`config.mk`:
```
export PLATFORM = sky130hd
export DESIGN_NAME = bcd_addsub_serial
export DESIGN_NICKNAME = d
export VERILOG_FILES = /design/src/rtl/bcd_pkg.sv /design/src/rtl/bcd_digit_addsub.sv /design/src/rtl/bcd_addsub_serial.sv
export SDC_FILE = /design/constraint.sdc
export NUM_CORES = 1
export LEC_CHECK = 0
export BUFFER_PORTS_ARGS = -buffer_cell sky130_fd_sc_hd__buf_4
export CORE_MARGIN = 5
export CORE_UTILIZATION = 55
export DETAILED_ROUTE_END_ITERATION = 12
export MAX_ROUTING_LAYER = met4
export PLACE_DENSITY = 0.8
export SYNTH_ARGS = -nofsm -noshare
export SYNTH_HDL_FRONTEND = slang
export SYNTH_HIERARCHICAL = 1
export SYNTH_SLANG_ARGS = --single-unit
```
`constraint.sdc`:
```
create_clock -name clk -period 4.3 [get_ports clk]
set_input_delay 0.86 -clock clk [delete_from_list [all_inputs] [get_ports clk]]
set_output_delay 0.86 -clock clk [all_outputs]
set_load 0.02 [all_outputs]
```
`src/rtl/bcd_pkg.sv`:
```
// bcd_pkg: shared BCD digit type, FSM states and digit constants.
package bcd_pkg;
  typedef logic [3:0] bcd_digit_t;
  typedef enum logic [1:0] {IDLE, CALC, FIX, DONE} state_t;
  localparam bcd_digit_t BCD_NINE = 4'd9;
  localparam bcd_digit_t BCD_SIX  = 4'd6;
endpackage

```
`src/rtl/bcd_digit_addsub.sv`:
```
// bcd_digit_addsub: one BCD digit of a + (comp ? 9-b : b) + cin with decimal carry.
module bcd_digit_addsub
  import bcd_pkg::*;
(
  input  bcd_digit_t a,
  input  bcd_digit_t b,
  input  logic       cin,
  input  logic       comp,
  output bcd_digit_t s,
  output logic       cout
);
  bcd_digit_t bd;
  logic [4:0] sum;
  always_comb begin
    bd = comp ? bcd_digit_t'(BCD_NINE - b) : b;
    sum = {1'b0, a} + {1'b0, bd} + {4'b0, cin};
    cout = sum > 5'd9;
    s = cout ? bcd_digit_t'(sum[3:0] + BCD_SIX) : sum[3:0];
  end
endmodule

```
`src/rtl/bcd_addsub_serial.sv`:
```
// bcd_addsub_serial: digit-serial BCD add/subtract, sign-magnitude result.
// Define BCD_INPUT_CHECK_EN to flag non-BCD input digits on err.
module bcd_addsub_serial
  import bcd_pkg::*;
#(
  parameter int NDIGITS = 4
) (
  input  logic                   clk,
  input  logic                   rst,
  input  logic                   start,
  input  logic                   op,
  input  logic [4*NDIGITS-1:0]   a,
  input  logic [4*NDIGITS-1:0]   b,
  output logic                   busy,
  output logic                   done,
  output logic [4*NDIGITS-1:0]   result,
  output logic                   neg,
  output logic                   ovf,
  output logic                   err
);
  localparam int W  = 4 * NDIGITS;
  localparam int IW = $clog2(NDIGITS + 1);
  state_t state, state_nx;
  logic [W-1:0] a_sh, b_sh, res;
  logic [IW-1:0] idx;
  logic op_r, carry, neg_r, ovf_r, fix, last, cin, comp, cout;
  bcd_digit_t da, db, s;
  // FIX reuses the digit adder as 0 + nines(res) + 1, i.e. the tens complement
  always_comb begin
    fix = state == FIX;
    last = idx == IW'(NDIGITS - 1);
    da = fix ? '0 : a_sh[3:0];
    db = fix ? res[3:0] : b_sh[3:0];
    comp = fix | op_r;
    cin = (idx == '0) ? (fix | op_r) : carry;
  end
  bcd_digit_addsub u_digit (.a(da), .b(db), .cin(cin), .comp(comp), .s(s), .cout(cout));
  always_ff @(posedge clk or posedge rst)
    if (rst) state <= IDLE;
    else state <= state_nx;
  always_comb begin
    state_nx = state;
    case (state)
      IDLE: state_nx = start ? CALC : IDLE;
      CALC: state_nx = !last ? CALC : (op_r && !cout) ? FIX : DONE;
      FIX:  state_nx = last ? DONE : FIX;
      DONE: state_nx = IDLE;
      default: state_nx = IDLE;
    endcase
  end
  always_comb begin
    busy = state != IDLE;
    done = state == DONE;
  end
  always_ff @(posedge clk or posedge rst)
    if (rst) begin
      a_sh <= '0;
      b_sh <= '0;
      res <= '0;
      idx <= '0;
      op_r <= 1'b0;
      carry <= 1'b0;
      neg_r <= 1'b0;
      ovf_r <= 1'b0;
    end else if (state == IDLE && start) begin
      a_sh <= a;
      b_sh <= b;
      op_r <= op;
      idx <= '0;
      carry <= 1'b0;
    end else if (state == CALC || fix) begin
      a_sh <= a_sh >> 4;
      b_sh <= b_sh >> 4;
      res <= (res >> 4) | (W'(s) << (W - 4));
      carry <= cout;
      idx <= last ? '0 : idx + 1'b1;
      if (!fix && last) begin
        ovf_r <= !op_r & cout;
        neg_r <= op_r & !cout;
      end
    end
  assign result = res;
  assign neg = neg_r;
  assign ovf = ovf_r;
`ifdef BCD_INPUT_CHECK_EN
  logic err_r;
  always_ff @(posedge clk or posedge rst)
    if (rst) err_r <= 1'b0;
    else if (state == IDLE && start) err_r <= 1'b0;
    else if (state == CALC) err_r <= err_r | (a_sh[3:0] > BCD_NINE) | (b_sh[3:0] > BCD_NINE);
  assign err = err_r;
`else
  assign err = 1'b0;
`endif
endmodule

```
# [Yosys cells after proc, flatten, opt, wreduce, memory -nomap -nowiden]
# Cells that the tools add are included.
[classes] add_sub_neg=5 magnitude_cmp=1 eq_ne=4 n_mux=19 n_bitwise=5 reduce_logical=13
[op_table] op="16-bit 2-to-1 mux" n=4
[op_table] op="4-bit 2-to-1 mux" n=4
[op_table] op="12-bit by 16-bit OR with 16-bit output" n=1
[op_table] op="3-bit 2-to-1 mux" n=3
[op_table] op="2-bit case mux with 4 select lines" n=1
[op_table] op="1-bit 2-to-1 mux" n=6
[op_table] op="4-bit by 4-bit adder with 5-bit output" n=1
[op_table] op="5-bit by 1-bit adder with 5-bit output" n=1
[op_table] op="5-bit by 4-bit > comparator with 1-bit output, second input constant" n=1
[op_table] op="4-bit by 3-bit adder with 4-bit output, second input constant" n=1
[op_table] op="2-bit equality test, second input constant" n=2
[op_table] op="2-bit nonzero test" n=2
[op_table] op="4-bit subtractor, first input constant" n=1
[op_table] op="3-bit by 1-bit adder with 3-bit output, second input constant" n=1
[op_table] op="3-bit by 2-bit equality test with 1-bit output, second input constant" n=1
[op_table] op="1-bit logical AND" n=3
[op_table] op="1-bit logical NOT" n=3
[op_table] op="3-bit logical NOT" n=1
[op_table] op="3-bit AND reduction" n=1
[op_table] op="1-bit bitwise AND" n=2
[op_table] op="2-bit by 1-bit equality test with 1-bit output, second input constant" n=1
[op_table] op="2-bit logical NOT" n=1
[op_table] op="2-bit 2-to-1 mux" n=1
[op_table] op="2-bit AND reduction" n=1
[op_table] op="other kinds (3)" n=3
[totals] regBits=57 inputBits=36

# [Depth between registers and ports, before layout]
# Gate-level depths: netlist (run 1).
[logic_depth] ltp_word=12 ltp_mapped=17 ltp_nobuf=16

# [By module]
# The synthesis (run 1) kept the hierarchy.
[by_module_without_submodules] mod="bcd_addsub_serial" instances=1 cells_per_inst=235 area_each_um2=2623.8
[by_module_without_submodules] mod="bcd_digit_addsub" instances=1 cells_per_inst=35 area_each_um2=277.8

# [Worst setup path after synthesis (run 1)]
# OpenSTA, ideal clock, no wires.
[synth_timing] kind="register -> register" from="reg state[0]" to="reg res[14], in the netlist result[14]" setup_time_ps=125 arrival_time_ps=3428 required_ps=4175 setup_slack_ps=747 stages_incl_launch_ff=15 n_path_buf=1 synth_period_minus_slack_ps=3553 cell_sequence="dfrtp_1 > inv_1 > ha_1 > clkbuf_1 > mux2_2 > xnor2_1 > fa_1 > inv_1 > fa_1 > xnor2_1 > ha_1 > a31o_1 > o31a_2 > mux2i_1 > mux2_2"
[synth_via] elab_chain_cells=9 word_cells_on_any_way=19 cone_classes="4 x add/sub; 1 x order compare; 2 x eq/ne; 5 x mux; 3 x bitwise; 4 x reduce/logical"
[synth_lines] element="from (decl)" line="bcd_addsub_serial.sv:23" source="state_t state, state_nx;"
[synth_lines] element="from (signal assigned)" line="bcd_addsub_serial.sv:40" source="else state <= state_nx;"
[synth_lines] element="2-bit equality test (*)" line="bcd_addsub_serial.sv:30" source="fix = state == FIX;"
[synth_lines] element="4-bit 2-to-1 mux (*)" line="bcd_addsub_serial.sv:33" source="db = fix ? res[3:0] : b_sh[3:0];"
[synth_lines] element="via db[0]" line="bcd_addsub_serial.sv:27" source="bcd_digit_t da, db, s;"
[synth_lines] element="4-bit subtractor" line="bcd_digit_addsub.sv:15" source="bd = comp ? bcd_digit_t'(BCD_NINE - b) : b;"
[synth_lines] element="4-bit 2-to-1 mux (*)" line="bcd_digit_addsub.sv:15"
[synth_lines] element="4-bit by 4-bit adder with 5-bit output (*)" line="bcd_digit_addsub.sv:16" source="sum = {1'b0, a} + {1'b0, bd} + {4'b0, cin};"
[synth_lines] element="5-bit by 1-bit adder with 5-bit output (*)" line="bcd_digit_addsub.sv:16"
[synth_lines] element="4-bit by 3-bit adder with 4-bit output / 5-bit by 4-bit > comparator with 1-bit output (equally long branches)" line="bcd_digit_addsub.sv:18, bcd_digit_addsub.sv:17"
[synth_lines] element="4-bit 2-to-1 mux (*)" line="bcd_digit_addsub.sv:18" source="s = cout ? bcd_digit_t'(sum[3:0] + BCD_SIX) : sum[3:0];"
[synth_lines] element="via s[2]" line="bcd_addsub_serial.sv:27"
[synth_lines] element="12-bit by 16-bit OR with 16-bit output (*)" line="bcd_addsub_serial.sv:74" source="res <= (res >> 4) | (W'(s) << (W - 4));"
[synth_lines] element="to (signal assigned)" line="bcd_addsub_serial.sv:74"
[synth_lines] element="to (decl)" line="bcd_addsub_serial.sv:24" source="logic [W-1:0] a_sh, b_sh, res;"
# The timed path passes the listed nets; every way through them passes the cells marked *.
# A chain may end at the register's enable or synchronous reset.

# [Worst setup path in the final report (run 1)]
# Ends and elaborated chain as after synthesis.

==> impl_metrics.py, run 1 <==
metrics = {
    "logic_synthesis": {
        "yosys.area.top_type": "dfrtp_1",
        "netlist_top_cells_count": "57 x dfrtp_1, 35 x nand2_1, 34 x o21ai_0",
        "syn_nets": 320,
        "syn_avg_cell_area_sq_um": 10.75,
        "synth.yosys.warnings": 6,
        "synth.most_common_cell": "dfrtp_1",
        "synth_top_cells_by_area": "dfrtp_1 49%, mux2i_1 9.7%, mux2_2 8.2%",
        "synth.ff_latch_count": 57,
        "synth_cell_types": 33,
        "syn_inst": 270,
        "ys_async_sr_fraction_pct": 100.0,
        "synth_edf_count": 0,
        "ys_seq_area_share_pct": 49.16,
        "synth_flop_cell": "dfrtp_1",
        "syn_area_sq_um": 2902,
        "yosysTopAreaCellShare_pct": 49.16,
    },
    "critical_path": {
        "cpLargestDelayFamily": "adder cells",
        "slowest_stage": "dfrtp_1",
        "startpoint_type": "flop",
        "max_stage_delay_ps": 420,
        "crit_fanout": 11,
        "crit_buf_inv": 2,
        "required_ps": 4530,
        "cp_cell_sequence": "inv_1 > ha_1 > mux2_2 > xnor2_1 > fa_1 > inv_1 > fa_1 > xnor2_1 > ha_1 > a31o_1 > o31a_2 > mux2i_1 > mux2_2",
        "end_kind": "flop",
        "critPathKind": "reg2reg",
        "arrival_ps": 3980,
    },
    "floorplanning": {
        "die_area_sq_um": 6828,
        "die_h_microns": 82.63,
        "pin_count": 57,
        "rows": 26,
        "core_area_sq_um": 5107,
        "start_util_pct": 56.81,
        "fp.dieW_microns": 82.63,
    },
    "clock_tree": {
        "clock-sinks": 57,
        "cts_tree": "done",
        "cts_resized": 0,
        "path_clk_slew_ps": 70,
        "clockBufferDepth": 2,
        "root_buffer": "clkbuf_8",
        "cts_made_buffers": 9,
        "cts_hold_buf": 0,
        "post-cts-setup-buffers": 0,
        "cts_max_level": 3,
        "clock_latency_ps": 340,
    },
    "cells_and_area": {
        "antenna_cells": 0,
        "fillers": 405,
        "syn_to_final_growth_pct": 23.11,
        "nets": 373,
        "fin_cells": 398,
        "drive_above_1_share_pct": 31.10,
    },
    "detailed_routing": {
        "routed_wl_microns": 5459,
        "via_per_inst": 5.143,
        "route.detailed.drc": 0,
        "drt_iter0_drc": 111,
        "drt-pass1-iter-count": 4,
        "wire_per_inst_microns": 13.72,
        "vias": 2047,
        "ant_nets": 0,
    },
    "global_route": {
        "grt.busiest_layer": "met2",
        "grt_util_met3_pct": 5.857,
        "grt_pass1_wl_microns": 8818,
        "met2_usage_pct": 27.48,
        "grt.total_usage_pct": 17.89,
        "grt_max_degree": 70,
        "use_met1_pct": 22.09,
        "antenna_found_initial": 0,
        "grt_pass1_vias": 1943,
        "grt_overflow_total": 0,
    },
    "outcome": {
        "status": "finished, final reports clean",
    },
    "sta": {
        "max_slew_margin_pct": 31.81,
        "fin_crit_ps": 3748,
        "tightest_slew_ps": 1023,
        "setup_tns_ps": 0,
        "finalSetupViolCount": 0,
        "period_share_pct": 87.16,
        "report.final.slew_viol_count": 0,
        "finClkSkew_ps": 10.67,
        "rsz0062_at_grt": "false",
        "max_freq_mhz": 266.8,
        "finalHoldViolations": 0,
    },
    "placed_design": {
        "dpl.hpwl_microns": 3810,
        "port-buffer-count": 55,
        "dp_cells": 382,
        "routabilityCongestion": 0.9050,
    },
    "job": {
        "drv_cap": 0,
    },
    "min_path": {
        "hold_class": "reg2reg",
    },
    "pwr": {
        "cellLeakagePower_nw": 1.752,
        "peakVddDrop_v": 0.0004180,
        "cellPowerDensity_nw_per_um2": 963.4,
    },
}
layout by cell type, fill, tap and decap left out, drive strengths merged, types with 2 or more instances in the layout:
cell type,n
clkbuf,9
a21boi,2
mux2i,28
fa,2
o21ai,34
nor2,3
xnor2,4
ha,12
bufinv,2
dfrtp,57
nor2b,6
a21oi,6
buf,57
nand2,35
a31oi,2
mux2,22
inv,17
or2,2
clkinv,4
nand2b,11
logic make-up (layout without fill, tap and decap cells):
| group | after synthesis | count (layout) | share of synthesized area [%] |
|---|---|---|---|
| AND/OR/NAND/NOR | 62 | 62 | 10.26 |
| AO/OA/AOI/OAI | 50 | 50 | 9.962 |
| flip-flops | 57 | 57 | 49.16 |
| buffers and inverters | 32 | 90 | 4.528 |
| other | 1 | 1 | 0.1292 |
| multiplexers | 50 | 50 | 18.20 |
| adder cells (fa/ha/maj) | 14 | 14 | 6.554 |
| XOR/XNOR | 4 | 4 | 1.207 |
final timing paths:
check	startpoint	to	slack [ps]	cells after the start
worst min register to register	ovf	ovf	500	1
worst max-delay path	state[0]	result[14]	550	13
worst min-delay path	ovf	ovf	500	1
min in group asynchronous	rst	a_sh[5]	720	3
max in group asynchronous	rst	result[11]	3110	3
worst max register to register	state[0]	result[14]	550	13
flip-flops by register name, summed over array words and instances (netlist names), named ones only:
signal	count
idx	3
b_sh	16
state	1
a_sh	16
ovf	1
result	16
neg	1
op_r	1
carry	1
cell type report:
| type | instances | area (sq um) | area share, % |
|---|---|---|---|
| clock buffer | 9 | 123.9 | 3.468 |
| clock inverter | 7 | 95.09 | 2.662 |
| inverter | 17 | 63.81 | 1.786 |
| multi-input combinational | 181 | 1348 | 37.72 |
| sequential | 57 | 1426 | 39.93 |
| tap | 70 | 87.58 | 2.452 |
| timing repair buffer | 57 | 427.9 | 11.98 |
metal layers:
layer  part of all wire (%)  wire length, microns
met3                    5.7                   312
met5                      0                     0
met4                   0.84                    46
met2                     47                  2574
met1                     46                  2525
per-stage QoR:
step / util (%) / setup slack, ps / total power [mW] / cell area [sq um] / hold slack [ps]
5_1_grt: 69.94 / 290.5 / 3.713 / 3572 / 533.6
6_report: 69.94 / 551.9 / 3.441 / 3572 / 499.9
3_3_place_gp: 65.65 / 701.4 / 2.820 / 3353 / 483.0
2_1_floorplan: - / 747.0 / 2.454 / 2902 / 487.0
4_1_cts: 69.94 / 572.3 / 3.466 / 3572 / 506.0
3_5_place_dp: 65.65 / 574.8 / 2.907 / 3353 / 491.1
report_power, final:
part | switching, mW | total [mW] | internal (mW)
registers | 0.158 | 0.950 | 0.793
clock network | 0.223 | 0.549 | 0.326
logic | 0.965 | 1.94 | 0.978
total | 1.35 | 3.44 | 2.10
Power figures use the tool's default switching activity.
==> run 2, diff against run 1 <==
- GPL_TIMING_DRIVEN: default -> 0
- clock period: 4.3 -> 4.41 ns (I/O delays scaled with it)
==> run 2 against run 1 <==
  * Flip-flop and latch count is the same
  * Die area is the same
  * Sequential power shrank 2.4%
  * Highest routed layer unchanged
  * Cell count grew 3.0%
  * Count of clock-buffer cells in the layout grew 5
  * Via count grew 3.6%
  * Largest cell class unchanged
  * Critical endpoint is now state[0]
  * First-iteration DRC count shrank 44%
==> impl_metrics.py, run 2 (synthesis gave the netlist of run 1 again) <==
metrics = {
    "outcome": {
        "status": "finished, final reports clean",
    },
    "detailed_routing": {
        "vias": 2120,
        "routed_wl_microns": 6039,
        "wire_per_inst_microns": 14.73,
        "ant_nets": 0,
        "drt_iter0_drc": 62,
        "via_per_inst": 5.171,
        "route.detailed.drc": 0,
        "drt-pass1-iter-count": 4,
    },
    "critical_path": {
        "crit_buf_inv": 4,
        "reg2reg_to": "state[0]",
        "max_stage_delay_ps": 420,
        "crit_path_frequent_cell": "inv_1",
        "reg2reg_setup_slack_ps": 460,
        "startpoint_type": "flop",
        "reg2reg_depth": 16,
        "required_ps": 4660,
        "critPathKind": "reg2reg",
        "cpLargestDelayFamily": "adder cells",
        "cp_cell_sequence": "inv_1 > ha_1 > clkbuf_1 > mux2_2 > xnor2_1 > fa_1 > inv_1 > fa_1 > xnor2_1 > ha_1 > a31o_1 > o31a_2 > inv_1 > nand2b_1 > o21ai_0 > a21oi_1",
        "r2r-start": "state[0]",
        "slowest_stage": "dfrtp_1",
        "crit_fanout": 10,
        "end_kind": "flop",
        "arrival_ps": 4190,
    },
    "min_path": {
        "holdPathStages": 1,
        "hold_class": "reg2reg",
        "min_to": "ovf",
        "hp-start": "ovf",
    },
    "sta": {
        "finClkSkew_ps": 4.262,
        "max_freq_mhz": 253.4,
        "rsz0062_at_grt": "false",
        "fin_crit_ps": 3946,
        "setup_tns_ps": 0,
        "period_share_pct": 89.48,
        "report.final.slew_viol_count": 0,
        "finalHoldViolations": 0,
        "finalSetupViolCount": 0,
    },
    "floorplanning": {
        "core_area_sq_um": 5107,
        "die_area_sq_um": 6828,
        "pin_count": 57,
        "die_h_microns": 82.63,
        "rows": 26,
        "fp.dieW_microns": 82.63,
        "start_util_pct": 56.81,
    },
    "placed_design": {
        "port-buffer-count": 55,
        "dpl.hpwl_microns": 4552,
        "routabilityCongestion": 0.8107,
        "placed_area_sq_um": 3422,
    },
    "global_route": {
        "grt_overflow_total": 0,
        "antenna_found_initial": 0,
        "grt.total_usage_pct": 20.24,
        "grt_pass1_wl_microns": 9949,
        "grt_pass1_vias": 2135,
        "grt_max_degree": 40,
    },
    "clock_tree": {
        "clock-sinks": 57,
        "clockBufferDepth": 2,
        "cts_max_level": 3,
        "cts_hold_buf": 0,
        "post-cts-setup-buffers": 0,
        "cts_tree": "done",
        "clock_latency_ps": 330,
        "cts_resized": 0,
        "root_buffer": "clkbuf_8",
        "path_clk_slew_ps": 60,
        "cts_made_buffers": 9,
    },
    "cells_and_area": {
        "drive_above_1_share_pct": 29.71,
        "antenna_cells": 0,
        "multiInputGateArea_sq_um": 1344,
        "layout_commonest_cell": "dfrtp_1",
        "regArea_sq_um": 1426,
        "final_cell_mix": "57 x dfrtp_1, 56 x buf_4, 35 x nand2_1",
        "design_area_sq_um": 3585,
        "nets": 387,
        "syn_to_final_growth_pct": 23.54,
        "fillers": 410,
    },
    "pwr": {
        "peakVddDrop_v": 0.0005054,
        "cellLeakagePower_nw": 1.766,
        "cellPowerDensity_nw_per_um2": 919.8,
    },
    "job": {
        "drv_cap": 0,
    },
}
[run 2: power by group]
part / leakage (nW) / internal (mW) / total [mW] / switching [mW]
logic: 0.966 / 0.971 / 1.96 / 0.985
registers: 0.717 / 0.774 / 0.927 / 0.153
clock network: 0.0826 / 0.229 / 0.415 / 0.186
[run 2: per-layer routing]
layer / track usage (%) / vias to the layer above / part of all wire, %
li1: - / 1044 / -
met1: 24.30 / 1014 / 45
met2: 33.17 / 54 / 49
met3: 5.315 / 8 / 5.2
met4: 6.863 / 0 / 1.2
met5: - / - / 0
[run 2: worst max-delay path by stage]
stage	end	slack [ps]	startpoint	cells past startpoint
detailed placement	state[0]	490	state[0]	16
global placement	result[14]	600	state[0]	14
floorplan	result[14]	860	state[0]	14
finish	state[0]	460	state[0]	16
global route	state[0]	170	state[0]	16
CTS	state[0]	470	state[0]	16
[run 2: cell type report]
cell class                      count  share of cell area, %
Buffer                             15                  1.885
Tap cell                           70                  2.443
Timing Repair Buffer               56                  12.08
Inverter                           17                  1.780
Sequential cell                    57                  39.79
Multi-Input combinational cell    181                  37.49
Clock buffer                       14                  4.538
[run 2: metrics by stage]
stage	setup WS [ps]	hold WS, ps	power [mW]	util (%)	cells
after floorplan	857.0	487.0	2.393	-	270
after global placement	600.3	480.5	2.807	66.61	395
after detailed placement	488.4	494.0	2.889	67.00	396
after CTS	465.7	512.6	3.330	70.19	410
after global routing	167.8	538.6	3.586	70.19	410
final	464.0	510.7	3.297	70.19	410
==> run 3, diff against run 2 <==
- RECOVER_POWER: default -> 25
- TNS_END_PERCENT: default -> 20
==> run 3 against run 2 <==
  * The flow now finishes with violations (capacitance limit, slew limit)
  * Register-to-register slack barely moved
  * Via count rose by 0.42%
  * First-iteration DRC count rose by 47%
  * Die area did not move
  * Fmax fell by 0.19%
  * Combinational power barely moved
  * Clock skew barely moved
  * Largest cell class unchanged
  * Largest power group unchanged
==> impl_metrics.py, run 3 (synthesis gave the netlist of run 1 again) <==
metrics = {
    "outcome": {
        "status": "finished, violations left",
        "failed_checks": "capacitance limit, slew limit",
    },
    "global_route": {
        "grt_pass1_wl_microns": 9949,
        "grt.total_usage_pct": 20.24,
        "grt_max_degree": 40,
        "grt_overflow_total": 0,
        "grt_pass1_vias": 2135,
        "antenna_found_initial": 0,
    },
    "sta": {
        "max_slew_margin_pct": -34.90,
        "report.final.slew_viol_count": 40,
        "period_share_pct": 89.65,
        "finClkSkew_ps": 4.054,
        "rsz0062_at_grt": "false",
        "fin_crit_ps": 3954,
        "max_freq_mhz": 252.9,
        "setup_tns_ps": 0,
        "finalHoldViolations": 0,
        "tightest_slew_ps": 2024,
        "finalSetupViolCount": 0,
    },
    "detailed_routing": {
        "drt_iter0_drc": 91,
        "ant_nets": 0,
        "route.detailed.drc": 0,
        "drt-pass1-iter-count": 4,
        "vias": 2129,
        "wire_per_inst_microns": 14.71,
        "routed_wl_microns": 6030,
        "via_per_inst": 5.193,
    },
    "critical_path": {
        "arrival_ps": 4200,
        "crit_fanout": 10,
        "required_ps": 4660,
        "end_kind": "flop",
        "critPathKind": "reg2reg",
        "startpoint_type": "flop",
    },
    "floorplanning": {
        "start_util_pct": 56.81,
        "die_area_sq_um": 6828,
        "rows": 26,
        "die_h_microns": 82.63,
        "core_area_sq_um": 5107,
        "fp.dieW_microns": 82.63,
        "pin_count": 57,
    },
    "clock_tree": {
        "clock-sinks": 57,
        "post-cts-setup-buffers": 0,
        "cts_max_level": 3,
        "cts_tree": "done",
        "cts_hold_buf": 0,
        "root_buffer": "clkbuf_8",
        "clockBufferDepth": 2,
        "cts_resized": 0,
        "path_clk_slew_ps": 60,
        "cts_made_buffers": 9,
        "clock_latency_ps": 330,
    },
    "cells_and_area": {
        "fin_cells": 410,
        "final_cell_mix": "57 x dfrtp_1, 55 x buf_4, 35 x nand2_1",
        "design_area_sq_um": 3568,
        "drive_above_1_share_pct": 29.12,
        "layout_commonest_cell": "dfrtp_1",
        "syn_to_final_growth_pct": 22.98,
        "antenna_cells": 0,
        "fillers": 411,
        "nets": 387,
    },
    "job": {
        "drv_cap": 1,
    },
    "pwr": {
        "cellLeakagePower_nw": 1.758,
        "cellPowerDensity_nw_per_um2": 923.4,
        "peakVddDrop_v": 0.0005053,
    },
    "placed_design": {
        "placed_area_sq_um": 3422,
        "port-buffer-count": 55,
        "dp_cells": 396,
        "dpl.hpwl_microns": 4552,
        "routabilityCongestion": 0.8107,
    },
    "min_path": {
        "hold_class": "reg2reg",
    },
}
run 3: changes by cell type in the layout (fill, tap and decap cells not counted), sizes merged:
cell    before  now
buf         63   61
clkbuf      22   24
run 3: cell type report:
type                            instances  area [sq um]  share of cell area, %
Tap cell                               70         87.58                  2.454
Sequential cell                        57          1426                  39.97
Timing Repair Buffer                   56         416.7                  11.68
Inverter                               17         63.81                  1.788
Multi-Input combinational cell        181          1344                  37.66
Buffer                                 15         67.56                  1.893
Clock buffer                           14         162.7                  4.558
run 3: layer usage:
layer	vias to the layer above	GRT usage (%)	share of wire, %
li1	1041	-	-
met1	1023	24.30	44
met2	56	33.17	50
met3	9	5.315	5.2
met4	0	6.863	0.95
met5	-	-	0
run 3: power by group:
| part | internal [mW] | switching, mW |
|---|---|---|
| clock network | 0.229 | 0.184 |
| registers | 0.774 | 0.154 |
| logic | 0.969 | 0.985 |
| total | 1.97 | 1.32 |
run 3: stage by stage:
step / setup slack [ps] / util [%] / hold WS (ps) / power [mW]
CTS: 465.7 / 70.19 / 512.6 / 3.330
global route: 167.8 / 69.87 / 538.6 / 3.583
floorplan: 857.0 / - / 487.0 / 2.393
finish: 456.4 / 69.87 / 510.7 / 3.295
global placement: 600.3 / 66.61 / 480.5 / 2.807
detailed placement: 488.4 / 67.00 / 494.0 / 2.889
run 3: worst max-delay path, cell delays in order, from the launching register on:
cell and delay [ps]:
dfrtp_1 420, inv_1 120, ha_1 180, clkbuf_1 390, mux2_2 410, xnor2_1 190
fa_1 220, inv_1 50, fa_1 400, xnor2_1 180, ha_1 230, a31o_1 200
o31a_2 380, inv_1 100, nand2b_1 140, o21ai_0 90, a21oi_1 160
run 3: final timing paths:
path / slack (ps) / from / end / depth (start not counted)
setup / recovery: 460 / state[0] / state[0] / 16
hold / removal: 510 / ovf / ovf / 1
setup reg to reg: 460 / state[0] / state[0] / 16
hold reg to reg: 510 / ovf / ovf / 1
max in group asynchronous: 1410 / rst / carry / 3
min in group asynchronous: 670 / rst / a_sh[5] / 2
